==> src/rtl/booth_mult_pkg.sv <==
// rtl/booth_mult_pkg.sv - shared types and constants for the Booth multiplier controller
package booth_mult_pkg;

    typedef enum logic [1:0] {
        IDLE = 2'd0,
        RUN  = 2'd1,
        DONE = 2'd2
    } state_t;

    localparam logic ADD = 1'b0;
    localparam logic SUB = 1'b1;

    // Booth pair is {Q[0], Q_1}; 01 adds M, 10 subtracts M, 00/11 skip.
    localparam logic [1:0] PAIR_ADD = 2'b01;
    localparam logic [1:0] PAIR_SUB = 2'b10;

    function automatic logic pair_is_op(input logic [1:0] pair);
        return (pair == PAIR_ADD) || (pair == PAIR_SUB);
    endfunction

endpackage

==> src/rtl/booth_addsub_unit.sv <==
// rtl/booth_addsub_unit.sv - W-bit ripple add/sub, mode 0 adds, mode 1 subtracts
module booth_addsub_unit #(
    parameter int W = 5
) (
    input  logic [W-1:0] a,
    input  logic [W-1:0] b,
    input  logic         mode,
    output logic [W-1:0] sum
);

    logic [W-1:0] b_x;
    logic [W-1:0] carry;

    assign carry[0] = mode;

    // The top stage only needs its sum bit, so no carry-out is produced.
    for (genvar gi = 0; gi < W; gi++) begin : g_bit
        xor_gate u_binv (
            .a (b[gi]),
            .b (mode),
            .y (b_x[gi])
        );
        if (gi < W - 1) begin : g_fa
            full_adder u_fa (
                .a    (a[gi]),
                .b    (b_x[gi]),
                .cin  (carry[gi]),
                .s    (sum[gi]),
                .cout (carry[gi+1])
            );
        end else begin : g_msb
            logic half;
            xor_gate u_s0 (
                .a (a[gi]),
                .b (b_x[gi]),
                .y (half)
            );
            xor_gate u_s1 (
                .a (half),
                .b (carry[gi]),
                .y (sum[gi])
            );
        end
    end

endmodule

==> src/rtl/full_adder.sv <==
// rtl/full_adder.sv - one-bit full adder cell
module full_adder (
    input  logic a,
    input  logic b,
    input  logic cin,
    output logic s,
    output logic cout
);

    assign s    = a ^ b ^ cin;
    assign cout = (a & b) | (cin & (a ^ b));

endmodule

==> src/rtl/xor_gate.sv <==
// rtl/xor_gate.sv - two-input xor cell
module xor_gate (
    input  logic a,
    input  logic b,
    output logic y
);

    assign y = a ^ b;

endmodule

==> src/rtl/booth_mult_ctrl.sv <==
// rtl/booth_mult_ctrl.sv - radix-2 Booth sequential signed multiplier controller
module booth_mult_ctrl #(
    parameter int WIDTH = 4,
    parameter int CNT_W = 3
) (
    input  logic                 clk,
    input  logic                 rst_n,
    input  logic                 start_i,
    input  logic [WIDTH-1:0]     mcand_i,
    input  logic [WIDTH-1:0]     mplier_i,
    output logic                 busy_o,
    output logic                 done_o,
    output logic [2*WIDTH-1:0]   product_o,
    output logic [CNT_W-1:0]     op_count_o
);

    import booth_mult_pkg::*;

    state_t             state;
    state_t             state_nx;

    logic [WIDTH:0]     acc;
    logic [WIDTH:0]     m_reg;
    logic [WIDTH-1:0]   q;
    logic               q_1;
    logic [CNT_W-1:0]   cnt;
    logic [CNT_W-1:0]   tally;

    logic [1:0]         pair;
    logic               mode;
    logic               do_op;
    logic [WIDTH:0]     sum;
    logic [WIDTH:0]     acc_op;
    logic [WIDTH:0]     acc_sh;
    logic [WIDTH-1:0]   q_sh;
    logic [CNT_W-1:0]   tally_nx;
    logic               accept;
    logic               last_iter;

    booth_addsub_unit #(
        .W (WIDTH + 1)
    ) u_addsub (
        .a    (acc),
        .b    (m_reg),
        .mode (mode),
        .sum  (sum)
    );

    always_comb begin
        pair     = {q[0], q_1};
        mode     = (pair == PAIR_SUB) ? SUB : ADD;
        do_op    = pair_is_op(pair);
        acc_op   = do_op ? sum : acc;
        // Arithmetic right shift of {acc_op, q, q_1}: acc MSB replicates.
        acc_sh   = {acc_op[WIDTH], acc_op[WIDTH:1]};
        q_sh     = {acc_op[0], q[WIDTH-1:1]};
        tally_nx = do_op ? tally + 1'b1 : tally;
    end

    always_ff @(posedge clk) begin
        if (!rst_n) begin
            state <= IDLE;
        end else begin
            state <= state_nx;
        end
    end

    always_comb begin
        state_nx  = state;
        accept    = 1'b0;
        last_iter = 1'b0;
        case (state)
            IDLE, DONE: begin
                if (start_i) begin
                    state_nx = RUN;
                    accept   = 1'b1;
                end else begin
                    state_nx = IDLE;
                end
            end
            RUN: begin
                if (cnt == CNT_W'(1)) begin
                    state_nx  = DONE;
                    last_iter = 1'b1;
                end
            end
            default: state_nx = IDLE;
        endcase
    end

    always_ff @(posedge clk) begin
        if (!rst_n) begin
            acc        <= '0;
            m_reg      <= '0;
            q          <= '0;
            q_1        <= 1'b0;
            cnt        <= '0;
            tally      <= '0;
            product_o  <= '0;
            op_count_o <= '0;
        end else if (accept) begin
            m_reg <= {mcand_i[WIDTH-1], mcand_i};
            q     <= mplier_i;
            acc   <= '0;
            q_1   <= 1'b0;
            cnt   <= CNT_W'(WIDTH);
            tally <= '0;
        end else if (state == RUN) begin
            acc   <= acc_sh;
            q     <= q_sh;
            q_1   <= q[0];
            cnt   <= cnt - 1'b1;
            tally <= tally_nx;
            if (last_iter) begin
                product_o  <= {acc_sh[WIDTH-1:0], q_sh};
                op_count_o <= tally_nx;
            end
        end
    end

    assign busy_o = (state == RUN);
    assign done_o = (state == DONE);

endmodule
==> config.mk <==
export PLATFORM = sky130hd
export DESIGN_NAME = booth_mult_ctrl
export DESIGN_NICKNAME = d
export VERILOG_FILES = /design/src/rtl/booth_mult_pkg.sv /design/src/rtl/booth_addsub_unit.sv /design/src/rtl/full_adder.sv /design/src/rtl/xor_gate.sv /design/src/rtl/booth_mult_ctrl.sv
export SDC_FILE = /design/constraint.sdc
export NUM_CORES = 1
export LEC_CHECK = 0
export BUFFER_PORTS_ARGS = -buffer_cell sky130_fd_sc_hd__buf_2
export CAP_MARGIN = 20
export CORE_ASPECT_RATIO = 1.25
export CORE_MARGIN = 3
export CORE_UTILIZATION = 59
export CTS_CLUSTER_SIZE = 30
export DETAILED_ROUTE_END_ITERATION = 6
export PLACE_DENSITY = 0.79
export SLEW_MARGIN = 30
export SYNTH_ARGS = -nofsm -noshare
export SYNTH_HDL_FRONTEND = slang
export SYNTH_SLANG_ARGS = --single-unit
==> constraint.sdc <==
create_clock -name clk -period 3.7 [get_ports clk]
set_input_delay 0.37 -clock clk [delete_from_list [all_inputs] [get_ports clk]]
set_output_delay 0.37 -clock clk [all_outputs]
set_load 0.01 [all_outputs]
==> results_dict.tcl, run 1 <==
set metrics [dict create \
    timing.final.crit_share_pct 64.0 \
    synthMostInstantiatedCell "dfxtp_1" \
    r2r_end "acc[2]$_SDFFE_PP0P_" \
    hold_ws_ps 281 \
    p_comb_share_pct 14.7 \
    dieArea_mm2 0.00328 \
    vias_per_cell 5.31 \
    synth_top_area_share_pct 41.3 \
    wirelength_mm 2.80 \
    rsz0062_at_grt "no" \
    rr_startpoint "q_1$_SDFFE_PP0P_" \
    die_h_um 63.3 \
    fin_total_pwr_mw 0.692 \
    tightest_slew_ps 485 \
    path_clk_slew_ps 90 \
    overflow 0 \
    cts_buffer_depth 2 \
    worstHoldPathCells 3 \
    reg2reg_slack_ps 1330 \
    nets 203 \
    synth_largest_area_cell "dfxtp_1" \
    place.gp.congestion 0.803 \
    required_ps 3960 \
    hold_violations 0 \
    clock_latency_ps 330 \
    critPathCaptureType "register" \
    drtPass1Iterations 4 \
    clock-sinks 32 \
    max_cap_viol_count 0 \
    worstHoldPathType "primary input to register" \
    async_reset_ff_share_pct 0 \
    ant_nets 0 \
    p_seq_share_pct 53.7 \
    finalSetupViolations 0 \
    grtUsageTotal_pct 20.0 \
    critPathKind "register to register" \
    post_cts_buffers 0 \
    numCtsBuffers 5 \
    grt_pass1_wl_mm 4.86 \
    cts.repair.resized 0 \
    power.internal_mw 0.510 \
    path_max_fanout 4 \
    antenna_cells 0 \
    wl_per_cell_um 12.9 \
    synth_flop_cell "dfxtp_1" \
    synthTopCellsByCount "32 x dfxtp_1, 22 x nand2_1, 8 x inv_1, 8 x mux2i_1, 8 x nand2b_1" \
    cp-startpoint "q_1$_SDFFE_PP0P_" \
    swShare_pct 26.3 \
    leakage_nw 0.721 \
    reg2reg_depth 10 \
    fin_worst_skew_ps 5.14 \
    drc_errors 0 \
    port_buffers 23 \
    dr.first_iter.drc_count 34 \
    dp_hpwl_mm 2.01 \
    hold_start "mcand_i[3]" \
    slew_viol_final 0 \
    wl_met2_mm 1.45 \
    synthCells 163 \
    slew-limit-headroom_pct 67.7 \
    die_w_um 51.8 \
    ys_types 36 \
    p_clk_share_pct 31.7 \
    synth_area_leaders "dfxtp_1 41%, nand2_1 5.3%, fa_1 5.2%" \
    postLayoutCoreUtil_pct 68.7 \
    grt_pass1_vias 1127 \
    synth_edf_count 0 \
    vias 1153 \
    syn_area_mm2 0.00155 \
    dpl.cell_count 210 \
    area_delta_synth_final_pct 9.77 \
    tritoncts "built" \
    power_density_mw_per_mm2 407 \
    root_buffer "clkbuf_4" \
    io_pins 24 \
    dr_wl_met3_um 131 \
    synth_seq_cells 32 \
    yosys_warnings 0 \
    postSynthAreaPerCell_um2 9.51 \
    yosysSeqAreaShare_pct 41.3 \
    regMostFlops "product_o" \
    largest_reg_flops 8 \
    antenna_found_initial 0 \
    power_switching_mw 0.182 \
    syn_nets 182 \
    grt_max_degree 25 \
    rows 20 \
    met1Wirelength_mm 1.13 \
    outcome "complete, no violations" \
    holdPathEnd "m_reg[3]$_SDFFE_PN0P_" \
    arrival_ps 2630 \
    drive_gt1_share_pct 19.6 \
    ir_worst_vdd_v 0.000269 \
    period_minus_slack_ps 2370 \
    h-tree-depth 2 \
    stdcell_count 217 \
    start_util_pct 62.6 \
    core_mm2 0.00248 \
    tns_ps 0 \
    max_freq_mhz 422 \
    cts_hold_buffers 0 \
    top_layer "met4" \
    critPathLaunchType "register" \
]
==> stage by stage <==
step	setup WS, ps	cell area (µm²)
2_1_floorplan	1490	1550
3_3_place_gp	1420	1640
3_5_place_dp	1340	1640
4_1_cts	1320	1700
5_1_grt	1160	1700
6_report	1330	1700
==> how the worst max path moves through the flow <==
stage | to | depth (start not counted) | slack [ps]
4_1_cts | acc[2]$_SDFFE_PP0P_ | 10 | 1320
3_5_place_dp | acc[2]$_SDFFE_PP0P_ | 10 | 1340
2_1_floorplan | acc[2]$_SDFFE_PP0P_ | 10 | 1490
3_3_place_gp | product_o[6]$_SDFFE_PN0P_ | 10 | 1420
5_1_grt | product_o[6]$_SDFFE_PN0P_ | 10 | 1160
6_report | acc[2]$_SDFFE_PP0P_ | 10 | 1330
==> final cells by class <==
class	instances	area, µm²
Multi-Input combinational cell	113	803
Clock buffer	7	65.1
Sequential cell	32	641
Tap cell	33	41.3
Inverter	9	36.3
Fill cell	206	776
Timing Repair Buffer	23	115
==> critical path, cell delays in order, from the launching register on <==
cell,delay [ps]
dfxtp_1,340
inv_1,40
ha_1,230
mux2_2,290
fa_1,350
inv_1,70
fa_1,230
fa_1,430
nand2b_1,100
nand3_1,80
a21oi_1,130
==> per-layer routing <==
| metal | global-route usage [%] | vias up |
|---|---|---|
| met1 | 22.4 | 528 |
| met4 | 11.1 | 0 |
| met3 | 5.91 | 12 |
| met5 | 0 | - |
| met2 | 32.7 | 27 |
| li1 | - | 586 |
==> logic make-up after synthesis <==
logic type | share of synthesized area, %
DFF | 41.3
adders and majority gates | 8.39
AOI/OAI and AO/OA | 13.3
muxes | 5.89
and+or+nand+nor | 19.1
buffers and inverters | 6.86
xor gates and xnor gates | 5.09
==> power by group through the flow <==
stage               Combinational [mW]  Sequential, mW  Clock, mW
detailed placement               0.102           0.380          0
global route                     0.116           0.375      0.240
finish                           0.101           0.371      0.219
CTS                              0.103           0.372      0.227
global placement                0.0984           0.379          0
floorplan                       0.0852           0.377          0
==> cell usage in the layout, fill, tap and decap left out <==
master	instances
xnor2_1	7
nand2b_1	8
o21ai_1	1
nor3_1	2
buf_2	23
clkbuf_4	5
dfxtp_1	32
a21boi_1	2
inv_1	8
xor2_1	2
a21boi_0	5
nand3_1	5
o22ai_1	1
and2b_1	2
and4bb_2	2
inv_4	1
o221ai_1	2
mux2_2	1
ha_1	4
nor2_1	7
o211a_1	3
a21oi_1	7
nand2_1	22
nor2b_1	6
nor3b_2	1
o21ai_0	5
clkbuf_8	2
a211oi_1	1
a211oi_2	1
fa_1	4
mux2i_1	8
a31oi_1	1
and2_1	1
a211o_1	1
and3_1	1
No activity file was read; power rests on OpenSTA's default activity.
==> inputs of run 2 (changes only) <==
Settings changed: ABC_AREA from default to 1, CORE_UTILIZATION 59 to 55, PLACE_DENSITY 0.79 to 0.75.
Clock period 3.7 ns to 2.3 ns, I/O delays scaled along.
==> run 2 against run 1 <==
Effect of this change: critical path depth unchanged; power increased by 69%; routed wire length increased by 9.7%; hold slack got worse by 150 ps; sequential power increased by 65%; sequential cell count unchanged; register-to-register slack got worse by 1300 ps; largest power group unchanged; synthesized area decreased by 4.4%; critical endpoint unchanged; clock power increased by 55%; combinational power increased by 110%; non-clock buffer count increased by 1; first-iteration DRC count decreased by 2.9%.
==> results_dict.tcl, run 2 <==
set metrics [dict create \
    yosysSeqAreaShare_pct 43.2 \
    drive_gt1_share_pct 21.2 \
    synth_largest_area_cell "dfxtp_1" \
    slowest_stage "fa_1" \
    tightest_slew_ps 409 \
    finalSetupViolations 0 \
    synth_top_area_share_pct 43.2 \
    grt_max_degree 24 \
    postLayoutCoreUtil_pct 67.3 \
    drtPass1Iterations 4 \
    power.internal_mw 0.820 \
    ys_types 27 \
    start_util_pct 59.3 \
    async_reset_ff_share_pct 0 \
    tritoncts "built" \
    placed_cell_area_mm2 0.00160 \
    io_pins 24 \
    die_h_um 64.1 \
    p_clk_share_pct 29.1 \
    die_w_um 52.4 \
    dieArea_mm2 0.00336 \
    required_ps 2560 \
    rsz0062_at_grt "yes" \
    critPathLaunchType "register" \
    grt_pass1_vias 1255 \
    wirelength_mm 3.07 \
    regMostFlops "product_o" \
    synth_seq_cells 32 \
    period_minus_slack_ps 2260 \
    critPathCaptureType "register" \
    syn_nets 201 \
    grt_use_met2_pct 35.4 \
    overflow 0 \
    synth_edf_count 0 \
    cts_hold_buffers 0 \
    syn_area_mm2 0.00148 \
    critPathTopFamily "adder cells" \
    grtUsageTotal_pct 21.6 \
    h-tree-depth 2 \
    ir_worst_vdd_v 0.000538 \
    root_buffer "clkbuf_4" \
    fin_total_pwr_mw 1.17 \
    max_cap_viol_count 0 \
    fin_worst_skew_ps 6.87 \
    p_seq_share_pct 52.5 \
    antenna_found_initial 0 \
    core_mm2 0.00250 \
    fin_area_mm2 0.00168 \
    post_cts_buffers 0 \
    synthTopCellsByCount "32 x dfxtp_1, 26 x nand2_1, 25 x nor2_1" \
    vias 1253 \
    ant_nets 0 \
    synth_area_leaders "dfxtp_1 43%, o21ai_0 6.8%, nand2_1 6.6%" \
    postSynthAreaPerCell_um2 8.15 \
    outcome "complete, no violations" \
    slew-limit-headroom_pct 72.7 \
    cts_buffer_depth 2 \
    arrival_ps 2520 \
    power_switching_mw 0.347 \
    grt_pass1_wl_mm 5.41 \
    leakage_nw 0.822 \
    synth_flop_cell "dfxtp_1" \
    numCtsBuffers 5 \
    rows 20 \
    clock-sinks 32 \
    area_delta_synth_final_pct 13.6 \
    p_comb_share_pct 18.4 \
    port_buffers 23 \
    critical_path_buf_inv_count 2 \
    busiest_layer "met2" \
    cts.repair.resized 6 \
    critPathMaxStageDelay_ps 430 \
    synthMostInstantiatedCell "dfxtp_1" \
    stdcell_count 241 \
    worstHoldPathType "primary input to register" \
    clock_latency_ps 340 \
    met1_usage_pct 25.6 \
    wl_per_cell_um 12.7 \
    vias_per_cell 5.20 \
    power_density_mw_per_mm2 693 \
    max_freq_mhz 442 \
    final_common_cell "dfxtp_1" \
    hold_violations 0 \
    swShare_pct 29.8 \
    path_clk_slew_ps 100 \
    dpl.cell_count 233 \
    dr.first_iter.drc_count 33 \
    synthCells 182 \
    final_cell_mix "31 x dfxtp_1, 26 x nand2_1, 25 x nor2_1, 23 x buf_2, 19 x o21ai_0" \
    slew_viol_final 0 \
    worstPathCellList "inv_1, ha_4, xor2_2, fa_1, inv_1, fa_2, fa_1, o21ai_2, nor2_1, a211oi_1" \
    drc_errors 0 \
    grtUsageMet3_pct 6.99 \
    dp_hpwl_mm 2.21 \
    timing.final.crit_share_pct 98.4 \
    place.gp.congestion 0.787 \
    antenna_cells 0 \
    path_max_fanout 4 \
    yosys_warnings 0 \
    critPathKind "register to register" \
    nets 226 \
    largest_reg_flops 8 \
]
==> run 2: final timing paths <==
check             slack, ps  cells past startpoint                        from                         end
setup / recovery         40                     10            q_1$_SDFFE_PP0P_         acc[2]$_SDFFE_PP0P_
hold / removal          130                      3                  mcand_i[2]       m_reg[2]$_SDFFE_PN0P_
setup reg to reg         40                     10            q_1$_SDFFE_PP0P_         acc[2]$_SDFFE_PP0P_
hold reg to reg         460                      2  op_count_o[1]$_SDFFE_PN0P_  op_count_o[1]$_SDFFE_PN0P_
==> run 2: per-stage QoR <==
step	hold WS (ps)	setup slack [ps]	setup TNS (ps)
floorplan	345	13.0	0
global placement	440	-50.3	-50.3
detailed placement	451	-180	-394
CTS	133	22.2	0
global route	145	-88.6	-88.6
finish	132	37.7	0
==> run 2: layer usage <==
| layer | vias up | share of wire, % |
|---|---|---|
| met5 | - | 0 |
| met4 | 0 | 1.9 |
| met3 | 10 | 5.8 |
| met2 | 33 | 50 |
| met1 | 573 | 42 |
| li1 | 637 | - |
==> run 2: cells by family after synthesis <==
| group | share of synthesized area, % |
|---|---|
| and+or+nand+nor | 19.4 |
| adders and majority gates | 8.78 |
| AOI/OAI and AO/OA | 16.8 |
| buffers and inverters | 8.86 |
| xor gates and xnor gates | 2.95 |
| DFF | 43.2 |
==> run 2: power groups by stage <==
stage          sequential (mW)  combinational, mW  clock [mW]
2_1_floorplan            0.620              0.157           0
6_report                 0.612              0.215       0.340
3_3_place_gp             0.622              0.192           0
3_5_place_dp             0.623              0.201           0
5_1_grt                  0.616              0.249       0.373
4_1_cts                  0.612              0.216       0.347
==> run 2: tightest hold or removal path: stages <==
cell	delay, ps
buf_2	70
o21ai_0	70
nor2_1	70
==> run 2: final cells by class <==
| type | instances | area [µm²] |
|---|---|---|
| fill | 220 | 818 |
| tap | 33 | 41.3 |
| multi-input combinational | 123 | 737 |
| sequential | 32 | 642 |
| timing repair buffer | 24 | 123 |
| inverter | 21 | 82.6 |
| clock buffer | 8 | 58.8 |
==> inputs of run 3 (changes only) <==
Settings changed: CORE_MARGIN 3 to 8.
==> run 3 against run 2 <==
Effect of this change: non-clock buffer count is 1 higher; clock skew is 1.4 ps lower; clock-buffer cell count stayed put; clock power is 1% lower; power hardly changed; global-route usage is 7.6 points lower; sequential power hardly changed; worst setup slack better by 45 ps; critical path depth stayed put; highest routed layer unchanged; die area is 38% higher; final cell count is 0.83% higher.
==> results_dict.tcl, run 3 (synthesis results as in run 2) <==
set metrics [dict create \
    outcome "complete, no violations" \
    post-place-ws_ps -72.6 \
    critPathKind "register to register" \
    cts_hold_buffers 0 \
    cts_buffer_depth 2 \
    wirelength_mm 3.12 \
    ant_nets 0 \
    rsz0062_at_grt "yes" \
    clock_latency_ps 330 \
    path_clk_slew_ps 90 \
    max_freq_mhz 451 \
    ir_worst_vdd_v 0.000449 \
    grtUsageTotal_pct 14.1 \
    fin_area_mm2 0.00170 \
    worstHoldPathType "primary input to register" \
    regMostFlops "product_o" \
    final_common_cell "dfxtp_1" \
    period_minus_slack_ps 2220 \
    slew-limit-headroom_pct 71.9 \
    place.gp.congestion 0.834 \
    dieArea_mm2 0.00462 \
    critPathCaptureType "register" \
    grt_pass1_wl_mm 5.18 \
    placed_cell_area_mm2 0.00161 \
    path_max_fanout 3 \
    leakage_nw 0.825 \
    antenna_cells 0 \
    grt_pass1_vias 1181 \
    required_ps 2550 \
    io_pins 24 \
    wl_per_cell_um 12.8 \
    largest_reg_flops 8 \
    post_cts_buffers 0 \
    port_buffers 23 \
    postLayoutCoreUtil_pct 64.6 \
    antenna_found_initial 0 \
    rows 21 \
    slew_viol_final 0 \
    numCtsBuffers 5 \
    arrival_ps 2470 \
    max_cap_viol_count 0 \
    root_buffer "clkbuf_4" \
    core_mm2 0.00263 \
    dr.first_iter.drc_count 40 \
    stdcell_count 243 \
    final_cell_mix "30 x dfxtp_1, 26 x nand2_1, 25 x nor2_1, 23 x buf_2, 19 x o21ai_0" \
    power_density_mw_per_mm2 689 \
    dpl.cell_count 235 \
    area_delta_synth_final_pct 14.4 \
    layout_setup_ws_ps 82.5 \
    start_util_pct 56.4 \
    h-tree-depth 2 \
    nets 227 \
    drive_gt1_share_pct 23.4 \
    clock-sinks 32 \
    finalSetupViolations 0 \
    timing.final.crit_share_pct 96.4 \
    drtPass1Iterations 4 \
    fin_worst_skew_ps 5.48 \
    vias_per_cell 5.33 \
    tns_ps 0 \
    tritoncts "built" \
    drc_errors 0 \
    vias 1295 \
    grt_max_degree 24 \
    critPathLaunchType "register" \
    die_w_um 62.4 \
    dp_hpwl_mm 2.30 \
    hold_violations 0 \
    overflow 0 \
    die_h_um 74.1 \
    tightest_slew_ps 422 \
]
run 3: cell types whose count changed in the layout (fill, tap and decap cells not counted):
cell | previous run | this run
inv_2 | 1 | 3
fa_2 | 1 | 2
buf_4 | 1 | 2
fa_1 | 3 | 2
dfxtp_2 | 1 | 2
inv_1 | 18 | 16
dfxtp_1 | 31 | 30
run 3: worst paths after layout:
check             slack [ps]                      start  depth (start not counted)                         to
hold / removal           140                mplier_i[0]                          3          q[0]$_SDFFE_PN0P_
hold reg to reg          470  product_o[5]$_SDFFE_PN0P_                          2  product_o[5]$_SDFFE_PN0P_
setup / recovery          80           q_1$_SDFFE_PP0P_                         10        acc[2]$_SDFFE_PP0P_
setup reg to reg          80           q_1$_SDFFE_PP0P_                         10        acc[2]$_SDFFE_PP0P_
run 3: final cells by class:
type,instances,area (µm²)
sequential,32,643
clock buffer,8,58.8
tap,34,42.5
multi-input combinational,123,739
fill,232,931
timing repair buffer,25,130
inverter,21,82.6
run 3: power breakdown:
part,total (mW),switching [mW],internal (mW)
registers,0.613,0.0252,0.588
logic,0.220,0.135,0.0850
clock network,0.335,0.184,0.151
run 3: worst max-delay path, cell delays in order (launching register included):
cell	delay, ps
dfxtp_2	330
inv_2	40
ha_4	160
xor2_2	180
fa_2	220
inv_2	40
fa_2	350
fa_1	460
o21ai_2	150
nor2_1	50
a211oi_1	160
run 3: what timing repair did:
item	4_1_cts	5_1_grt
setup endpoints to repair	4	4
pin swaps	1	1
gates resized for setup	4	8
gates cloned	0	0
run 3: stage by stage:
stage | hold slack [ps] | total power [mW]
detailed placement | 458 | 0.827
global placement | 440 | 0.817
floorplan | 345 | 0.777
finish | 145 | 1.17
global route | 137 | 1.23
CTS | 148 | 1.17
run 3: per-layer routing:
metal	vias to the layer above	wire length [µm]	global-route usage, %
li1	645	-	-
met1	614	1360	15.8
met2	29	1540	23.0
met3	7	158	6.02
met4	0	59	6.09
met5	-	0	0
